`src/rtl/int_pe_vec.sv`:
```
// int_pe_vec: multi-lane weight-stationary integer PE with double-buffered weights and saturating partial sums
// Ports: clk/rst (async, active-low); cfg_signed_in selects two's-complement math;
// fsm_out_select_in selects MAC (1) or bypass (0); w_load_in/w_in fill the shadow weights,
// w_swap_in promotes them to active; left_* activations pass right after one cycle;
// top_* partial sums pass down after two cycles as bottom_*; sat_out flags a clamped sum.
module int_pe_vec #(
  parameter int WORD_SIZE     = 4,
  parameter int LANES         = 2,
  parameter int ADD_BIT_WIDTH = 24
) (
  input  logic                         clk,
  input  logic                         rst,
  input  logic                         cfg_signed_in,
  input  logic                         fsm_out_select_in,
  input  logic                         w_load_in,
  input  logic [LANES*WORD_SIZE-1:0]   w_in,
  input  logic                         w_swap_in,
  input  logic                         left_valid_in,
  input  logic [LANES*WORD_SIZE-1:0]   left_in,
  input  logic                         top_valid_in,
  input  logic [ADD_BIT_WIDTH-1:0]     top_in,
  output logic                         right_valid_out,
  output logic [LANES*WORD_SIZE-1:0]   right_out,
  output logic                         bottom_valid_out,
  output logic [ADD_BIT_WIDTH-1:0]     bottom_out,
  output logic                         sat_out
);
  localparam int LW = LANES * WORD_SIZE;
  localparam int PW = 2 * WORD_SIZE;
  localparam int AW = ADD_BIT_WIDTH;
  localparam int SW = AW + $clog2(LANES) + 2;
  logic [LW-1:0] shadow_w, active_w;
  logic v1, m1, s1;
  logic [AW-1:0] t1;
  logic [LANES-1:0][PW-1:0] p1, prod;
  logic fire1, ovf;
  logic [SW-1:0] sum;
  logic [AW-1:0] res;
  function automatic logic [PW-1:0] ext_op(input logic [WORD_SIZE-1:0] x, input logic s);
    return {{WORD_SIZE{s & x[WORD_SIZE-1]}}, x};
  endfunction
  assign fire1 = fsm_out_select_in ? (left_valid_in & top_valid_in) : top_valid_in;
  // Operands extended to full product width so the truncated product is exact in both modes
  always_comb begin
    prod = '0;
    for (int k = 0; k < LANES; k++)
      prod[k] = ext_op(left_in[k*WORD_SIZE +: WORD_SIZE], cfg_signed_in) * ext_op(active_w[k*WORD_SIZE +: WORD_SIZE], cfg_signed_in);
  end
  // Wide sum cannot overflow; clamping only inspects the bits above the output width
  always_comb begin
    sum = {{(SW-AW){s1 & t1[AW-1]}}, t1};
    for (int k = 0; k < LANES; k++)
      sum = sum + {{(SW-PW){s1 & p1[k][PW-1]}}, p1[k]};
    ovf = s1 ? ~(&sum[SW-1:AW-1] | ~|sum[SW-1:AW-1]) : |sum[SW-1:AW];
    res = !ovf ? sum[AW-1:0] : s1 ? {sum[SW-1], {(AW-1){~sum[SW-1]}}} : '1;
  end
  always_ff @(posedge clk or negedge rst) begin
    if (!rst) begin
      shadow_w         <= '0;
      active_w         <= '0;
      right_valid_out  <= 1'b0;
      right_out        <= '0;
      v1               <= 1'b0;
      m1               <= 1'b0;
      s1               <= 1'b0;
      t1               <= '0;
      p1               <= '0;
      bottom_valid_out <= 1'b0;
      bottom_out       <= '0;
      sat_out          <= 1'b0;
    end else begin
      if (w_load_in) shadow_w <= w_in;
      if (w_swap_in) active_w <= shadow_w;
      right_valid_out <= left_valid_in;
      if (left_valid_in) right_out <= left_in;
      v1 <= fire1;
      if (fire1) begin
        m1 <= fsm_out_select_in;
        s1 <= cfg_signed_in;
        t1 <= top_in;
        if (fsm_out_select_in) p1 <= prod;
      end
      bottom_valid_out <= v1;
      if (v1) begin
        bottom_out <= m1 ? res : t1;
        sat_out    <= m1 & ovf;
      end
    end
  end
endmodule

```
`config.mk`:
```
export PLATFORM = sky130hd
export DESIGN_NAME = int_pe_vec
export DESIGN_NICKNAME = d
export VERILOG_FILES = /design/src/rtl/int_pe_vec.sv
export SDC_FILE = /design/constraint.sdc
export NUM_CORES = 1
export LEC_CHECK = 0
export ABC_AREA = 0
export BUFFER_PORTS_ARGS = -buffer_cell sky130_fd_sc_hd__buf_2
export CORE_MARGIN = 10
export CORE_UTILIZATION = 60
export DETAILED_ROUTE_END_ITERATION = 6
export HOLD_SLACK_MARGIN = 0.15
export PLACE_DENSITY = 0.87
export RECOVER_POWER = 50
export SLEW_MARGIN = 20
export SYNTH_ARGS = -nofsm -noshare
export SYNTH_HDL_FRONTEND = slang
export SYNTH_SLANG_ARGS = --single-unit
```
`constraint.sdc`:
```
create_clock -name clk -period 5.6 [get_ports clk]
set_clock_uncertainty 0.15 [all_clocks]
set_input_delay 0.28 -clock clk [delete_from_list [all_inputs] [get_ports clk]]
set_output_delay 0.28 -clock clk [all_outputs]
set_load 0.02 [all_outputs]
```
Word-level counts from Yosys, hierarchy flattened

Cells that the tools add are included.
Widths: inputs -> output; s select.

Register bits after elaboration: 94
Input bits: 48
Output and inout port bits: 35
Word-level logic and storage cells: 39

Add/sub/neg operators: 2
Multipliers: 2
Multiplexer cells: 5
Bitwise operators: 12
Reduce and logical (&&, ||, !) cells: 5

Operator list:

| kind             | count |
|---|---|
| $mux 24          | 3 |
| $add 26x9->27    | 1 |
| $add 25x9->26    | 1 |
| $mul 5x5->8      | 2 |
| $and 1x1->1      | 9 |
| $reduce_and 4->1 | 1 |
| $reduce_or 4->1  | 1 |
| $reduce_or 3->1  | 1 |
| $mux 1           | 2 |
| $not 1->1        | 2 |
| $reduce_and 2->1 | 1 |
| $logic_not 1->1  | 1 |
| $or 1x1->1       | 1 |

Longest topological paths before layout

Depth after elaboration: 10
Mapped depth: 16
Mapped depth without buffers: 15

Least setup slack after synthesis

OpenSTA, ideal clock, no wires.

Path type: reg-to-reg
From: register p1[7] (netlist name)
To: register bottom_out[11]
Setup time: 0.125 ns
Arrival time: 3.776 ns
Required time: 5.325 ns
Slack: 1.549 ns
Stages on the path, launching flop included: 16
Path buffers: 2
Clock period less this slack: 4.051 ns
Path through: dfrtp_1 > nand2_1 > clkbuf_1 > xnor2_1 > ha_1 > a21o_1 > ha_1 > a21o_1 > o21bai_1 > a221oi_1 > o41ai_1 > nor3_1 > o32ai_4 > clkbuf_1 > o211ai_1 > o21ai_2

Longest elaborated chain between the ends: 10
Elaborated cells on any way between the ends: 14
Classes of those cells: add/sub (2); mux (4); bitwise (4); reduce/logical (4)

Ends and longest elaborated chain:

| element                | RTL line | source |
|---|---|---|
| from (decl)            | 35       | `logic [LANES-1:0][PW-1:0] p1, prod;` |
| from (signal assigned) | 81       | `if (fsm_out_select_in) p1 <= prod;` |
| $and 1x1->1            | 53       | `sum = sum + {{(SW-PW){s1 & p1[k][PW-1]}}, p1[k]};` |
| $add 25x9->26 (*)      | 53       |  |
| $add 26x9->27 (*)      | 53       |  |
| $reduce_or 4->1        | 54       | `ovf = s1 ? ~(&sum[SW-1:AW-1] \| ~\|sum[SW-1:AW-1]) : \|sum[SW-1:AW];` |
| $logic_not 1->1        | 54       |  |
| $or 1x1->1             | 54       |  |
| $not 1->1              | 54       |  |
| $mux 1                 | 54       |  |
| $mux 24 (*)            | 55       | `res = !ovf ? sum[AW-1:0] : s1 ? {sum[SW-1], {(AW-1){~sum[SW-1]}}} : '1;` |
| $mux 24 (*)            | 85       | `bottom_out <= m1 ? res : t1;` |
| to (signal assigned)   | 85       |  |
| to (decl)              | 25       | `output logic [ADD_BIT_WIDTH-1:0] bottom_out,` |

Every way passes the cells marked *; elsewhere a longest branch is shown, timed or not.
A chain may end at the register's enable or synchronous reset.

Final worst setup path

From: register s1
To: register sat_out

Longest elaborated chain between the ends: 9
Elaborated cells on any way between the ends: 13
Classes of those cells: add/sub (2); mux (1); bitwise (6); reduce/logical (4)

Ends and longest elaborated chain:

| element                               | RTL line | source |
|---|---|---|
| from (decl)                           | 33       | `logic v1, m1, s1;` |
| from (signal assigned)                | 79       | `s1 <= cfg_signed_in;` |
| $and 1x1->1, on equally long branches | 53, 51   |  |
| $add 25x9->26                         | 53       |  |
| $add 26x9->27                         | 53       |  |
| $reduce_or 4->1                       | 54       |  |
| $logic_not 1->1                       | 54       |  |
| $or 1x1->1                            | 54       |  |
| $not 1->1                             | 54       |  |
| $mux 1 (*)                            | 54       |  |
| $and 1x1->1 (*)                       | 86       | `sat_out <= m1 & ovf;` |
| to (signal assigned)                  | 86       |  |
| to (decl)                             | 26       | `output logic sat_out` |

Marked as above.

==> reports/qor.csv <==
metric;value;unit
dr_wl_met3;1510;um
drcViolationCount;0;
htreeDepth;3;
reg2reg_depth;13;
hold_path_class;input pin to flop;
async_flop_share;100;%
fp.coreArea;12200;sq um
min-delay-start;w_swap_in;
yosysTopAreaCellShare;31.3;%
cts_resized;0;
place_congestion;0.970;
port_buffers;82;
cts_tree;done;
route.vias.total;6331;
num-nets-final;1084;
clock_path_buffers;2;
avgSynthCellArea;9.09;sq um
cap_violations;3;
ios;83;
first_global_vias;6412;
grt_util_all_layers;22.2;%
p_seq_share;23.6;%
holdWs;0.178;ns
grt_overflow;0;
postSynthCellCount;827;
slew_headroom;-48.7;%
status;complete, but fails checks;
fin_crit;4.69;ns
synth_flop_cell;dfrtp_1;
clockPowerShare;13.5;%
cts-root-buf;clkbuf_16;
yosys-top-cells-count;nand2_1 (142), dfrtp_1 (94), ha_1 (65), nor2_1 (59), inv_1 (53);
firstDrtPassIters;5;
tns;0;ns
tightest_slew;2.23;ns
end_kind;flop;
place_hpwl;13900;um
hold_end;active_w[1];
drv_slew;151;
sw_frac_of_total;47.8;%
power_switching;2.05;mW
met2_length;8760;um
area_growth;15.8;%
cts_num_sinks;94;
wire_per_inst;17.3;um
synthesis.area;7520;sq um
syn_nets;974;
ys_seq_area_share;31.3;%
violations;max-capacitance violations, max-slew violations;
r2r-start;s1;
hold_depth;2;
drt_iter0_drc;481;
yosysMostFrequentCell;nand2_1;
power_frac_comb;62.9;%
rsz0062_at_grt;false;
regToRegSetupSlack;0.91;ns
synth_warnings;0;
ys_types;56;
n_antenna_cell;0;
dpl.cell_count;1051;
rows;40;
drt_wl_total;19200;um
clkTransAtPathRegs;0.07;ns
grt_max_degree;62;
r2r_end;sat_out;
fin_crit_sh;83.8;%
grt_pass1_wl;32200;um
fin_cells;1109;
maxUsedRoutingLayer;met4;
wl_met1;8520;um
p_per_area;492;nW/um^2
cts_made_buffers;9;
die_h;132;um
die_width;132;um
path_class;flop to flop;
yosys_register_bits;94;
critical_path_peak_fanout;24;
max_freq;213;MHz
fin_ws;0.910;ns
clkLatencyLatePin;0.36;ns
required;5.69;ns
yosysTopAreaCell;dfrtp_1;
setup_viol;0;
start_kind;flop;
ant_nets;0;
antenna_found_initial;0;
power.internal;2.24;mW
synthTopCellsByArea;dfrtp_1 (31%), ha_1 (11%), fa_1 (9.1%);
ir_worst_vdd;0.000275;V
cp.arrival;4.78;ns
fill_cells;894;
drive_gt1_share;13.4;%
p_leak;4.32;nW
die_area;17400;sq um
start_util;61.8;%
avgViaCountPerCell;5.71;
hold_viol;0;
post-place-ws;1.03;ns
synth_edf_count;0;
layer usage:
metal / track usage, % / vias up
met5: 0 / -
met4: 7.73 / 0
met3: 4.80 / 28
met2: 34.6 / 242
met1: 29.8 / 3012
li1: - / 3049
layout by cell type (no fill, tap or decap), types with 7 or more instances in the layout:
cell             n
inv_1           53
nand3_1         16
clkbuf_1        39
dlygate4sd3_1   43
or3_1            7
xor2_1          15
nor2_1          59
o211ai_1        23
xnor2_1         34
fa_1            34
dfrtp_1         94
o21ai_2         18
clkbuf_16        9
nand4_1          7
mux2_2          29
a21o_1          35
buf_2           45
a21oi_1         50
ha_1            65
and2_1          23
nand2_1        142
o21ai_0         26
how the worst max path moves through the flow:
stage | start | end | slack [ns] | depth (start not counted)
3_3_place_gp | t1[1] | bottom_out[0] | 1.13 | 14
2_1_floorplan | p1[7] | bottom_out[11] | 1.55 | 15
4_1_cts | t1[1] | bottom_out[0] | 1.01 | 14
3_5_place_dp | t1[1] | bottom_out[0] | 1.03 | 14
5_1_grt | s1 | bottom_out[0] | 0.70 | 14
6_report | s1 | sat_out | 0.91 | 13
worst max-delay path: stages (launching register included):
cell	delay, ns
dfrtp_1	0.43
and2_1	0.64
ha_1	0.36
ha_1	0.41
a21oi_1	0.27
o21bai_1	0.11
a221oi_1	0.32
o41ai_1	0.16
nor3_1	0.54
o32ai_4	0.16
buf_4	0.25
a2bb2oi_4	0.24
buf_4	0.26
a31o_2	0.26
registers in the layout, summed over array words and instances, names as in the netlist:
name,count
bottom_out,24
t1,24
p1,16
active_w,8
right_out,8
shadow_w,8
bottom_valid_out,1
m1,1
right_valid_out,1
s1,1
sat_out,1
v1,1
power groups by stage:
stage	logic (mW)	clock network, mW	registers, mW
after global placement	2.59	0	1.00
after CTS	2.69	0.593	1.00
final	2.69	0.580	1.01
after floorplan	1.98	0	1.08
after global routing	3.00	0.617	1.03
after detailed placement	2.64	0	1.01
area by class of cell:
cell class / count / area (sq um) / share of cell area, %
Clock buffer: 11 / 243 / 2.79
Multi-Input combinational cell: 644 / 4820 / 55.3
Inverter: 55 / 206 / 2.37
Timing Repair Buffer: 133 / 848 / 9.74
Tap cell: 168 / 210 / 2.41
Sequential cell: 94 / 2350 / 27.0
Clock inverter: 4 / 31.3 / 0.359
stage by stage:
stage | utilization [%] | total power [mW] | cell area (sq um)
global route | 71.6 | 4.66 | 8710
detailed placement | 66.3 | 3.65 | 8060
floorplan | - | 3.07 | 7520
finish | 71.6 | 4.28 | 8710
CTS | 72.1 | 4.28 | 8760
global placement | 66.3 | 3.59 | 8060
cell families after synthesis:
kind of cell | synth area share, %
AOI/OAI and AO/OA | 17.9
xor gates and xnor gates | 5.71
adders and majority gates | 19.9
buffers and inverters | 4.66
DFF | 31.3
muxes | 4.62
and+or+nand+nor | 16.0
timing repair:
item,in CTS,in global routing
hold buffers,43,0
hold endpoints to repair,77,0
buffers inserted,0,0
Note: power is estimated with default switching activity, not from simulation.
